===== config.mk =====
export PLATFORM = sky130hd
export DESIGN_NAME = mem_wb_stage_flat
export DESIGN_NICKNAME = d
export VERILOG_FILES = /design/src/rtl/mem_wb_stage_if.sv /design/src/rtl/mem_wb_stage.sv /design/src/flat_wrapper.sv
export SDC_FILE = /design/constraint.sdc
export NUM_CORES = 1
export LEC_CHECK = 0
export CAP_MARGIN = 40
export CORE_ASPECT_RATIO = 0.8
export CORE_MARGIN = 10
export CORE_UTILIZATION = 30
export DETAILED_ROUTE_END_ITERATION = 12
export PLACE_DENSITY_LB_ADDON = 0.12
export SYNTH_ARGS = -nofsm -noshare
export SYNTH_HDL_FRONTEND = slang
export SYNTH_SLANG_ARGS = --single-unit

===== constraint.sdc =====
create_clock -name clk -period 1.5 [get_ports clk]
set_input_delay 0.225 -clock clk [delete_from_list [all_inputs] [get_ports clk]]
set_output_delay 0.225 -clock clk [all_outputs]
set_load 0.02 [all_outputs]

===== src/rtl/mem_wb_stage_if.sv =====
// ---------------------------------------------------------------------------
// mem_wb_stage_if
// Bundles every signal of the M/W boundary of the pipeline.
//   M-stage side : regwriteM, resultsrcM, memwriteM, aluresultM, Rd2M, RdM,
//                  stallM (back-pressure to the M register and earlier)
//   Data memory  : dmem_req/we/addr/wdata (request), dmem_ack/rdata (response)
//   W-stage side : regwriteW, RdW, resultW (register-file write port)
//   Status       : misalign_err, tmo_err (sticky)
// Modports: master = environment (drives M stage and memory response),
//           slave  = mem_wb_stage.
// ---------------------------------------------------------------------------
interface mem_wb_stage_if #(
    parameter int DPW = 32,
    parameter int ADW = 5
);
    logic           regwriteM;
    logic           resultsrcM;
    logic           memwriteM;
    logic [DPW-1:0] aluresultM;
    logic [DPW-1:0] Rd2M;
    logic [ADW-1:0] RdM;
    logic           stallM;

    logic           dmem_req;
    logic           dmem_we;
    logic [DPW-1:0] dmem_addr;
    logic [DPW-1:0] dmem_wdata;
    logic           dmem_ack;
    logic [DPW-1:0] dmem_rdata;

    logic           regwriteW;
    logic [ADW-1:0] RdW;
    logic [DPW-1:0] resultW;
    logic           misalign_err;
    logic           tmo_err;

    modport master (
        output regwriteM, resultsrcM, memwriteM, aluresultM, Rd2M, RdM,
        output dmem_ack, dmem_rdata,
        input  stallM, dmem_req, dmem_we, dmem_addr, dmem_wdata,
        input  regwriteW, RdW, resultW, misalign_err, tmo_err
    );

    modport slave (
        input  regwriteM, resultsrcM, memwriteM, aluresultM, Rd2M, RdM,
        input  dmem_ack, dmem_rdata,
        output stallM, dmem_req, dmem_we, dmem_addr, dmem_wdata,
        output regwriteW, RdW, resultW, misalign_err, tmo_err
    );
endinterface


===== src/rtl/mem_wb_stage.sv =====
// ---------------------------------------------------------------------------
// mem_wb_stage
// Consumes the M-stage pipeline register, performs the data-memory access
// for loads/stores over a req/ack handshake, stalls upstream while the
// access is outstanding, and registers the W-stage register-file write.
// Ports:
//   clk, rst : clock, synchronous active-high reset
//   bus      : mem_wb_stage_if.slave (M-stage inputs, stallM, dmem bus,
//              W-stage outputs, sticky error flags)
// ---------------------------------------------------------------------------
module mem_wb_stage #(
    parameter int DPW = 32,
    parameter int ADW = 5,
    parameter int TMO = 15
) (
    input  logic           clk,
    input  logic           rst,
    mem_wb_stage_if.slave  bus
);
    typedef enum logic [1:0] {IDLE, WAIT, DONE} state_t;

    state_t         r_state;
    logic [7:0]     r_cnt;
    logic           r_tmo_hit;
    logic [DPW-1:0] r_rdata;
    logic           r_req;
    logic           r_we;
    logic [DPW-1:0] r_addr;
    logic [DPW-1:0] r_wdata;
    logic           r_regwrite;
    logic [ADW-1:0] r_rd;
    logic [DPW-1:0] r_result;
    logic           r_misalign_err;
    logic           r_tmo_err;

    logic           w_memop;
    logic           w_misalign;
    logic           w_access;
    logic           w_load;
    logic           w_rd_nz;

    assign w_memop    = bus.memwriteM | bus.resultsrcM;
    assign w_misalign = w_memop & (bus.aluresultM[1:0] != 2'b00);
    assign w_access   = w_memop & ~w_misalign;
    // A store that also claims a load is treated as a store.
    assign w_load     = bus.resultsrcM & ~bus.memwriteM;
    // x0 is never written.
    assign w_rd_nz    = (bus.RdM != '0);

    // Hold upstream from the cycle an access is recognised until DONE.
    assign bus.stallM = (r_state == WAIT) | ((r_state == IDLE) & w_access);

    always_ff @(posedge clk) begin
        if (rst) begin
            r_state        <= IDLE;
            r_cnt          <= '0;
            r_tmo_hit      <= 1'b0;
            r_rdata        <= '0;
            r_req          <= 1'b0;
            r_we           <= 1'b0;
            r_addr         <= '0;
            r_wdata        <= '0;
            r_regwrite     <= 1'b0;
            r_rd           <= '0;
            r_result       <= '0;
            r_misalign_err <= 1'b0;
            r_tmo_err      <= 1'b0;
        end else begin
            case (r_state)
                IDLE: begin
                    if (w_access) begin
                        r_req      <= 1'b1;
                        r_we       <= bus.memwriteM;
                        r_addr     <= {bus.aluresultM[DPW-1:2], 2'b00};
                        r_wdata    <= bus.Rd2M;
                        r_cnt      <= '0;
                        r_tmo_hit  <= 1'b0;
                        // Bubble into W while the access is in flight.
                        r_regwrite <= 1'b0;
                        r_rd       <= '0;
                        r_result   <= '0;
                        r_state    <= WAIT;
                    end else begin
                        // Misaligned accesses are dropped and never write back.
                        r_regwrite <= bus.regwriteM & ~w_misalign & w_rd_nz;
                        r_rd       <= bus.RdM;
                        r_result   <= bus.aluresultM;
                        if (w_misalign) begin
                            r_misalign_err <= 1'b1;
                        end
                    end
                end
                WAIT: begin
                    r_cnt <= r_cnt + 8'd1;
                    // An ack in the last allowed cycle still completes normally.
                    if (bus.dmem_ack) begin
                        r_rdata <= bus.dmem_rdata;
                        r_req   <= 1'b0;
                        r_state <= DONE;
                    end else if (r_cnt == 8'(TMO - 1)) begin
                        r_rdata   <= '0;
                        r_req     <= 1'b0;
                        r_tmo_err <= 1'b1;
                        r_tmo_hit <= 1'b1;
                        r_state   <= DONE;
                    end
                end
                DONE: begin
                    // Stores never write back; timed-out loads are squashed.
                    r_regwrite <= bus.regwriteM & ~bus.memwriteM & ~(w_load & r_tmo_hit) & w_rd_nz;
                    r_rd       <= bus.RdM;
                    r_result   <= w_load ? r_rdata : bus.aluresultM;
                    r_state    <= IDLE;
                end
                default: r_state <= IDLE;
            endcase
        end
    end

    assign bus.dmem_req     = r_req;
    assign bus.dmem_we      = r_we;
    assign bus.dmem_addr    = r_addr;
    assign bus.dmem_wdata   = r_wdata;
    assign bus.regwriteW    = r_regwrite;
    assign bus.RdW          = r_rd;
    assign bus.resultW      = r_result;
    assign bus.misalign_err = r_misalign_err;
    assign bus.tmo_err      = r_tmo_err;
endmodule


===== src/flat_wrapper.sv =====
// flat-port wrapper written by rule: the top's interface ports become plain ports
module mem_wb_stage_flat 
#(
    parameter int DPW = 32,
    parameter int ADW = 5,
    parameter int TMO = 15
)
  (clk, rst, bus_regwriteM, bus_resultsrcM, bus_memwriteM, bus_aluresultM, bus_Rd2M, bus_RdM, bus_dmem_ack, bus_dmem_rdata, bus_stallM, bus_dmem_req, bus_dmem_we, bus_dmem_addr, bus_dmem_wdata, bus_regwriteW, bus_RdW, bus_resultW, bus_misalign_err, bus_tmo_err);
  mem_wb_stage_if #(.DPW(DPW), .ADW(ADW)) bus_i ();
  input  logic clk;
  input  logic rst;
  input wire logic [$bits(bus_i.regwriteM)-1:0] bus_regwriteM;
  input wire logic [$bits(bus_i.resultsrcM)-1:0] bus_resultsrcM;
  input wire logic [$bits(bus_i.memwriteM)-1:0] bus_memwriteM;
  input wire logic [$bits(bus_i.aluresultM)-1:0] bus_aluresultM;
  input wire logic [$bits(bus_i.Rd2M)-1:0] bus_Rd2M;
  input wire logic [$bits(bus_i.RdM)-1:0] bus_RdM;
  input wire logic [$bits(bus_i.dmem_ack)-1:0] bus_dmem_ack;
  input wire logic [$bits(bus_i.dmem_rdata)-1:0] bus_dmem_rdata;
  output wire logic [$bits(bus_i.stallM)-1:0] bus_stallM;
  output wire logic [$bits(bus_i.dmem_req)-1:0] bus_dmem_req;
  output wire logic [$bits(bus_i.dmem_we)-1:0] bus_dmem_we;
  output wire logic [$bits(bus_i.dmem_addr)-1:0] bus_dmem_addr;
  output wire logic [$bits(bus_i.dmem_wdata)-1:0] bus_dmem_wdata;
  output wire logic [$bits(bus_i.regwriteW)-1:0] bus_regwriteW;
  output wire logic [$bits(bus_i.RdW)-1:0] bus_RdW;
  output wire logic [$bits(bus_i.resultW)-1:0] bus_resultW;
  output wire logic [$bits(bus_i.misalign_err)-1:0] bus_misalign_err;
  output wire logic [$bits(bus_i.tmo_err)-1:0] bus_tmo_err;
  assign bus_i.regwriteM = bus_regwriteM;
  assign bus_i.resultsrcM = bus_resultsrcM;
  assign bus_i.memwriteM = bus_memwriteM;
  assign bus_i.aluresultM = bus_aluresultM;
  assign bus_i.Rd2M = bus_Rd2M;
  assign bus_i.RdM = bus_RdM;
  assign bus_i.dmem_ack = bus_dmem_ack;
  assign bus_i.dmem_rdata = bus_dmem_rdata;
  assign bus_stallM = bus_i.stallM;
  assign bus_dmem_req = bus_i.dmem_req;
  assign bus_dmem_we = bus_i.dmem_we;
  assign bus_dmem_addr = bus_i.dmem_addr;
  assign bus_dmem_wdata = bus_i.dmem_wdata;
  assign bus_regwriteW = bus_i.regwriteW;
  assign bus_RdW = bus_i.RdW;
  assign bus_resultW = bus_i.resultW;
  assign bus_misalign_err = bus_i.misalign_err;
  assign bus_tmo_err = bus_i.tmo_err;
  mem_wb_stage #(.DPW(DPW), .ADW(ADW), .TMO(TMO)) u_core (.clk(clk), .rst(rst), .bus(bus_i));
endmodule

Word level (Yosys, flattened, before mapping)
Index checks and enable logic that the tools add are counted.

Equality and inequality tests: 7. Reduce and logical (&&, ||, !) cells: 14. Bitwise logic cells: 17. Muxes and demuxes: 23. Add/subtract/negate cells: 1.

Operator list (number): two-way mux 32 bit (4); one-hot mux 32 bit (2 select lines) (1); one-hot mux 8 bit (2 select lines) (1); bitwise AND 1 bit (10); one-hot mux 5 bit (2 select lines) (1); AND reduction 3 bit (3); adder 8 x 1 -> 8 bit (second input constant) (1); == test 8 x 4 -> 1 bit (second input constant) (1); two-way mux 8 bit (1); AND reduction 2 bit (4); nonzero test 2 bit (4); two-way mux 1 bit (7); two-way mux 2 bit (3); one-hot mux 1 bit (2 select lines) (3); two-way mux 5 bit (1); NOT 1 bit (5); nonzero test 5 bit (1); inequality test 2 bit (second input constant) (2); one-hot mux 2 bit (2 select lines) (1); AND reduction 4 bit (1); inequality test 3 bit (second input constant) (1); == test 2 x 1 -> 1 bit (second input constant) (1); == test 2 bit (second input constant) (1); logical NOT 2 bit (1); 2 further kinds (3).

Word-level logic and storage cells: 75. Output and inout port bits: 107. Register bits: 147. Input port bits: 107.

Longest topological paths before layout
Gate-level depths: netlist of run 1.

Word-level depth: 7. Mapped depth: 7. Depth with buffers taken out: 5.

Worst setup path before layout of run 1
No wires, ideal clock.

Kind: register -> output. Start: register u_core.r_state[1]. End: output port bus_stallM. Required time: 1275 ps. Arrival time: 1174 ps. Setup slack: 101 ps. Buffers on the path: 2. Cell stages (with the launch flop): 6. Cells stage by stage: dfxtp_1 o21ba_2 nand3_1 buf_4 buf_4 nand2_1.

Longest elaborated chain between the ends: 3. Elaborated cells between the ends (all ways): 4.

Ends and longest elaborated chain: start, declared (line mem_wb_stage.sv:22) `state_t r_state;`; start signal, assigned (line mem_wb_stage.sv:55) `r_state <= IDLE;`; start signal, assigned (line mem_wb_stage.sv:82) `r_state <= WAIT;`; start signal, assigned (line mem_wb_stage.sv:99) `r_state <= DONE;`; logical NOT 2 bit (line mem_wb_stage.sv:51) `assign bus.stallM = (r_state == WAIT) | ((r_state == IDLE) & w_access);`; bitwise AND 1 bit (line mem_wb_stage.sv:51); OR 1 bit (*) (line mem_wb_stage.sv:51); end, declared (line flat_wrapper.sv:20) `output wire logic [$bits(bus_i.stallM)-1:0] bus_stallM;`.

Mark *: on every way between the ends. The rest lies on a longest branch, timed or not.

Worst setup path after layout of run 1
Same ends and word-level chain as after synthesis.

==> results of run 1 <==
logic make-up (layout without fill, tap and decap cells):
group,count (synthesis),count (layout)
AO/OA/AOI/OAI,158,158
multiplexers,2,2
AND/OR/NAND/NOR,208,208
other,1,2
adder cells (fa/ha/maj),2,2
flip-flops,147,147
buffers and inverters,56,291
flip-flops by register name, summed over array words and instances, names as in the netlist:
register,cells
u_core.bus.dmem_req,1
u_core.r_cnt,8
u_core.bus.tmo_err,1
u_core.bus.resultW,32
u_core.bus.misalign_err,1
u_core.bus.dmem_wdata,32
u_core.bus.regwriteW,1
u_core.r_rdata,32
u_core.bus.dmem_we,1
u_core.r_tmo_hit,1
u_core.bus.dmem_addr,30
u_core.r_state,2
u_core.bus.RdW,5
cell type report:
cell class	count	area [sq um]
multi-input cells	372	2173
clock buffers	22	484.2
fillers	1676	8757
well taps	225	281.5
inverters	5	18.77
flip-flops and latches	147	2952
clock inverters	9	117.6
repair buffers	255	2594
per-stage QoR:
stage          power [mW]  setup WS, ns
4_1_cts             9.909       -0.1386
5_1_grt             10.23      -0.08079
3_3_place_gp        5.659       -0.5612
3_5_place_dp        5.679       -0.5335
2_1_floorplan       4.861        0.1009
6_report            9.880      -0.01412
worst max-delay path: stages (launching register included):
cell	delay, ns
dfxtp_2	0.34
o21ba_4	0.24
nand3_4	0.10
nand2_4	0.09
buf_6	0.12
final timing paths:
kind | from | slack, ns | end | cells after the start
worst max-delay path | u_core.r_state[1] | -0.01 | bus_stallM | 4
worst min-delay path | rst | 0.06 | u_core.r_state[0] | 2
worst max register to register | u_core.r_state[0] | 0 | u_core.bus.resultW[0] | 5
worst min register to register | u_core.bus.tmo_err | 0.45 | u_core.bus.tmo_err | 2
repair_timing:
| item | CTS | global route |
|---|---|---|
| pin swaps | 1 | 22 |
| hold endpoints to repair | 0 | 0 |
| resized for setup | 113 | 32 |
| cloned | 1 | 4 |
| endpoints found under the setup margin | 179 | 125 |
| setup buffers | 0 | 4 |
per-layer routing:
metal  share of wire  wire [um]  up-vias
li1                -          -     2475
met1            0.43       8433     2461
met5               0          0        -
met3           0.080       1581       13
met4          0.0084        165        0
met2            0.48       9571      164
placed cells by master (no fill, tap or decap), drive strengths merged, types with 4 or more instances in the layout:
cell type / synthesis / routed
dfxtp: 147 / 147
nand2: 137 / 137
clkdlybuf4s50: 0 / 105
dlygate4sd2: 0 / 104
a21oi: 76 / 76
nor2: 42 / 42
buf: 34 / 42
a22o: 32 / 32
a222oi: 30 / 30
clkbuf: 17 / 26
inv: 5 / 9
nand3: 6 / 6
nand4: 5 / 5
a22oi: 5 / 5
or2: 4 / 4
a31oi: 4 / 4
and3: 4 / 4
power groups by stage:
stage / Sequential, mW / Combinational [mW] / Clock [mW]
3_5_place_dp: 4.26 / 1.42 / 0
5_1_grt: 4.18 / 1.50 / 4.55
3_3_place_gp: 4.25 / 1.41 / 0
4_1_cts: 4.17 / 1.35 / 4.39
6_report: 4.17 / 1.40 / 4.31
2_1_floorplan: 4.42 / 0.438 / 0
==> key figures, run 1 <==
Outcome
  • Outcome: complete, but fails checks
  • Failing checks: negative setup slack

Clock tree
  • CTS Sinks: 147
  • Root buf cell: clkbuf_16
  • CTS Buf Count: 17
  • H-tree lvl count: 4
  • CTS hold repair buffers: 0
  • CTS Buffer Depth: 2
  • Worst-path clk slew: 0.05 ns
  • Skew-Pair Late Insertion Delay: 0.43 ns
  • Clock tree from TritonCTS: done

Timing
  • Hold Slack: 0.06277 ns
  • Final period utilization: 1.009
  • Hold Vio Cnt, Final: 0
  • Least-Margin Pin Slew: 0.7686 ns
  • Slew headroom: 0.4876
  • Setup TNS: -0.01412 ns
  • Max Clk Rate: 660.4 MHz
  • Final Max Tran Viols: 0
  • Clk_skew: 0.01223 ns
  • RSZ-0062 raised after global routing: yes
  • PnR worst setup slack: -0.01412 ns
  • Setup Viol. Count Final: 1
  • Tmin final: 1.514 ns

Synth
  • FF+latch count, synth: 147
  • Post-synth EDFFs: 0
  • Synth Area in Simple Gates: 0.1620
  • Compound-Gate Fraction of Synth Area: 0.2089
  • Main combinational cell family by area after synthesis: compound AO/OA/AOI/OAI gates
  • Post-synthesis mux area share: 0.004219
  • Yosys top cell by area: dfxtp_1
  • YS warnings: 0
  • Cells after Synth: 574
  • Syn avg cell area: 9.299 sq um
  • Post-synth top area share: 0.5513
  • Cell with the most instances after synthesis: dfxtp_1
  • Syn Std Cell Area: 5338 sq um
  • Post-synth cell types: 40
  • Synth top cells by count: dfxtp_1 (147), nand2_1 (137), a21oi_1 (75)
  • Top_reg_cell synth: dfxtp_1
  • Synthesized-area fraction occupied by adder cells: 0.004688
  • Largest cells by area after synthesis: dfxtp_1 (55%), nand2_1 (9.6%), a21oi_1 (7.0%), a222oi_1 (5.6%), a22o_1 (5.3%)
  • Post-synth ARST share: 0
  • XOR/XNOR Fraction of Synth Area: 0
  • Register area share after synthesis: 0.5513

Power and ir drop
  • Sequential fraction of design power: 0.422
  • Comb power frac: 0.142
  • PD cells: 1146 nW/um^2
  • P_leak: 3.700 nW
  • Sw Ratio: 0.2514
  • Clock power share: 0.437
  • Net Sw Power: 2.484 mW
  • Internal power: 7.396 mW
  • Max IR drop VDD: 0.0007437 V

Worst setup path
  • Setup crit start kind: flip-flop
  • Worst EP required: 1.27 ns
  • Endpoint class of the critical path: primary output
  • Crit Path Category: reg -> out
  • Arrival @ worst endpoint: 1.29 ns
  • Worst Path Max Fanout: 4

Die
  • Die X: 169.1 um
  • Core area: 17380 sq um
  • Total die area: 23560 sq um
  • Die H: 139.3 um
  • Initial core utilization: 0.3071
  • Num ports: 214
  • Row Count: 43

Route
  • DRT antenna net count: 0
  • Drt via density: 4.940
  • Pre-Repair DR Iteration Count: 6
  • # DRC: 0
  • Per-cell routed wire length: 19.08 um
  • Vias: 5113
  • Final wirelength: 19750 um
  • DR iter-0 viols: 369

GRT
  • M3 GR Usage: 0.05685
  • All-Layer GR Usage: 0.1568
  • Initial antenna violation count: 0
  • First-pass GRT wire length: 29660 um
  • Grt met2 use: 0.2561
  • Largest net degree at the start of global routing: 73
  • Vias in the first global route: 5144
  • Overflow after GRT: 0
  • GRT busiest layer: met2
  • Grt met1 use: 0.1880

Cells and area
  • Final non-filler cell total: 1035
  • Finished Cell Area: 8621 sq um
  • Layout area overhead: 61.51%
  • Final nets: 907
  • Ratio of cells with drive above 1 in the final layout: 0.1321
  • Ant diodes: 0
  • Util after Layout: 0.4961

Placement
  • Gpl congestion: 0.7746
  • Dpl cells: 995
  • HPWL after DPL: 13670 um
  • Input/output buffers: 211
  • Placed cell areas: 7833 sq um

Hold path
  • Hold crit path type: in -> reg

Job
  • Max_cap viols: 0
No activity file was read; power rests on OpenSTA's default activity.
==> run 2, diff against run 1 <==
--- a/config.mk
+++ b/config.mk
@@ -7,7 +7,7 @@
 export LEC_CHECK = 0
 export CAP_MARGIN = 40
 export CORE_ASPECT_RATIO = 0.8
-export CORE_MARGIN = 10
+export CORE_MARGIN = 3
 export CORE_UTILIZATION = 30
 export DETAILED_ROUTE_END_ITERATION = 12
 export PLACE_DENSITY_LB_ADDON = 0.12
==> key figures, run 2 (synthesis results as in run 1) <==
Outcome
  • Outcome: complete, but fails checks
  • Failing checks: negative setup slack

Timing
  • Hold Slack: 0.1005 ns
  • Hold Vio Cnt, Final: 0
  • Max Clk Rate: 652.3 MHz
  • Setup TNS: -0.1939 ns
  • Final Max Tran Viols: 0
  • Tmin final: 1.533 ns
  • Clk_skew: 0.009144 ns
  • Setup Viol. Count Final: 22
  • RSZ-0062 raised after global routing: yes
  • PnR worst setup slack: -0.03305 ns
  • Final period utilization: 1.022

Power and ir drop
  • PD cells: 1162 nW/um^2
  • Max IR drop VDD: 0.0007053 V
  • P_leak: 3.741 nW
  • Sequential fraction of design power: 0.414
  • Clock power share: 0.448
  • Internal power: 7.667 mW
  • Net Sw Power: 2.401 mW
  • Comb power frac: 0.138
  • Sw Ratio: 0.2385
  • Overall Power: 10.07 mW

Clock tree
  • Root buf cell: clkbuf_16
  • Worst-path clk slew: 0.06 ns
  • CTS Sinks: 147
  • CTS Buffer Depth: 2
  • CTS hold repair buffers: 0
  • Skew-Pair Late Insertion Delay: 0.41 ns
  • CTS Buf Count: 17
  • H-tree lvl count: 4
  • Clock tree from TritonCTS: done

Cells and area
  • Final non-filler cell total: 1041
  • Ratio of cells with drive above 1 in the final layout: 0.1340
  • Finished Cell Area: 8662 sq um
  • Ant diodes: 0
  • Final nets: 918
  • Layout area overhead: 62.28%
  • Commonest non-fill, non-tap cell in the layout: dfxtp_1
  • Leading cell types in the layout, fill and taps excluded: dfxtp_1 (141), nand2_1 (136), clkdlybuf4s50_1 (105)

Route
  • DR iter-0 viols: 390
  • Per-cell routed wire length: 18.10 um
  • Drt via density: 4.943
  • DRT antenna net count: 0
  • Vias: 5146
  • Final wirelength: 18850 um
  • # DRC: 0
  • Pre-Repair DR Iteration Count: 8

Worst setup path
  • Reg2reg setup slack: -0.03 ns
  • Critical R2R Capture: u_core.r_rdata[0]
  • Crit path launch: u_core.r_cnt[6]
  • Crit Path Category: reg -> reg
  • Worst-case reg-to-reg path depth: 6
  • Worst EP required: 1.80 ns
  • Worst Setup EP: u_core.r_rdata[0]
  • Setup crit start kind: flip-flop
  • Worst flop-to-flop path startpoint: u_core.r_cnt[6]
  • Arrival @ worst endpoint: 1.83 ns
  • Endpoint class of the critical path: flip-flop
  • Worst Path Max Fanout: 5

GRT
  • Initial antenna violation count: 0
  • First-pass GRT wire length: 28800 um
  • Vias in the first global route: 5197
  • All-Layer GR Usage: 0.1864
  • Overflow after GRT: 0
  • Largest net degree at the start of global routing: 78

Die
  • Die H: 125.3 um
  • Row Count: 42
  • Core area: 16970 sq um
  • Num ports: 214
  • Initial core utilization: 0.3145
  • Die X: 155.1 um
  • Total die area: 19440 sq um

Placement
  • Gpl congestion: 0.7694
  • Input/output buffers: 211
  • Dpl cells: 992
  • Placed cell areas: 7804 sq um
  • HPWL after DPL: 12540 um

Hold path
  • Hold crit path type: in -> reg

Job
  • Max_cap viols: 0
## run 2: cell types whose count changed in the layout (fill, tap and decap cells not counted), moves of 2 or more
cell and change:
clkbuf_1 +2, buf_12 -4, dfxtp_4 +2, bufinv_16 +2
inv_6 -4, buf_4 +11
## run 2: critical path, cell delays in order, from the launching register on
cell,delay [ns]
dfxtp_4,0.36
nor4_4,0.30
a31o_4,0.22
a21oi_4,0.06
buf_6,0.15
clkbuf_16,0.16
a22o_1,0.18
## run 2: metal layers
layer	wire length, um	part of all wire	vias up	global-route usage
met3	1359	0.072	7	0.05734
met1	8463	0.45	2472	0.2379
met4	110	0.0058	0	0.04361
met2	8911	0.47	175	0.3097
met5	0	0	-	0
li1	-	-	2492	-
## run 2: worst min path at each step
| stage | start | to | slack [ns] | cells after the start |
|---|---|---|---|---|
| 2_1_floorplan | bus_dmem_rdata[0] | u_core.r_rdata[0] | 0.36 | 1 |
| 3_3_place_gp | u_core.bus.tmo_err | u_core.bus.tmo_err | 0.44 | 2 |
| 3_5_place_dp | u_core.bus.dmem_wdata[19] | u_core.bus.dmem_wdata[19] | 0.45 | 2 |
| 4_1_cts | rst | u_core.bus.dmem_we | 0.1 | 2 |
| 5_1_grt | rst | u_core.r_cnt[3] | 0.09 | 2 |
| 6_report | rst | u_core.r_cnt[3] | 0.10 | 2 |
## run 2: cell type report
| class | instances | area (sq um) |
|---|---|---|
| timing repair buffer | 265 | 2650 |
| multi-input combinational | 373 | 2132 |
| tap | 220 | 275.3 |
| sequential | 147 | 2958 |
| fill | 1597 | 8312 |
| clock inverter | 8 | 150.1 |
| inverter | 5 | 18.77 |
| clock buffer | 23 | 478.0 |
## run 2: timing repair
action | CTS | global route
pin swaps | 1 | 15
endpoints found under the setup margin | 198 | 127
gates cloned | 3 | 4
setup buffers | 10 | 3
resized for setup | 121 | 19
## run 2: power by group through the flow
stage	clock network, mW	logic, mW	registers, mW
floorplan	0	0.438	4.42
global placement	0	1.39	4.25
detailed placement	0	1.41	4.26
CTS	4.60	1.36	4.17
global route	4.76	1.49	4.18
finish	4.51	1.39	4.17
## run 2: stage by stage
| step | util | setup slack, ns |
|---|---|---|
| 2_1_floorplan | - | 0.1009 |
| 3_3_place_gp | 0.4598 | -0.4867 |
| 3_5_place_dp | 0.4598 | -0.4664 |
| 4_1_cts | 0.4995 | -0.1185 |
| 5_1_grt | 0.5103 | -0.06569 |
| 6_report | 0.5103 | -0.03305 |
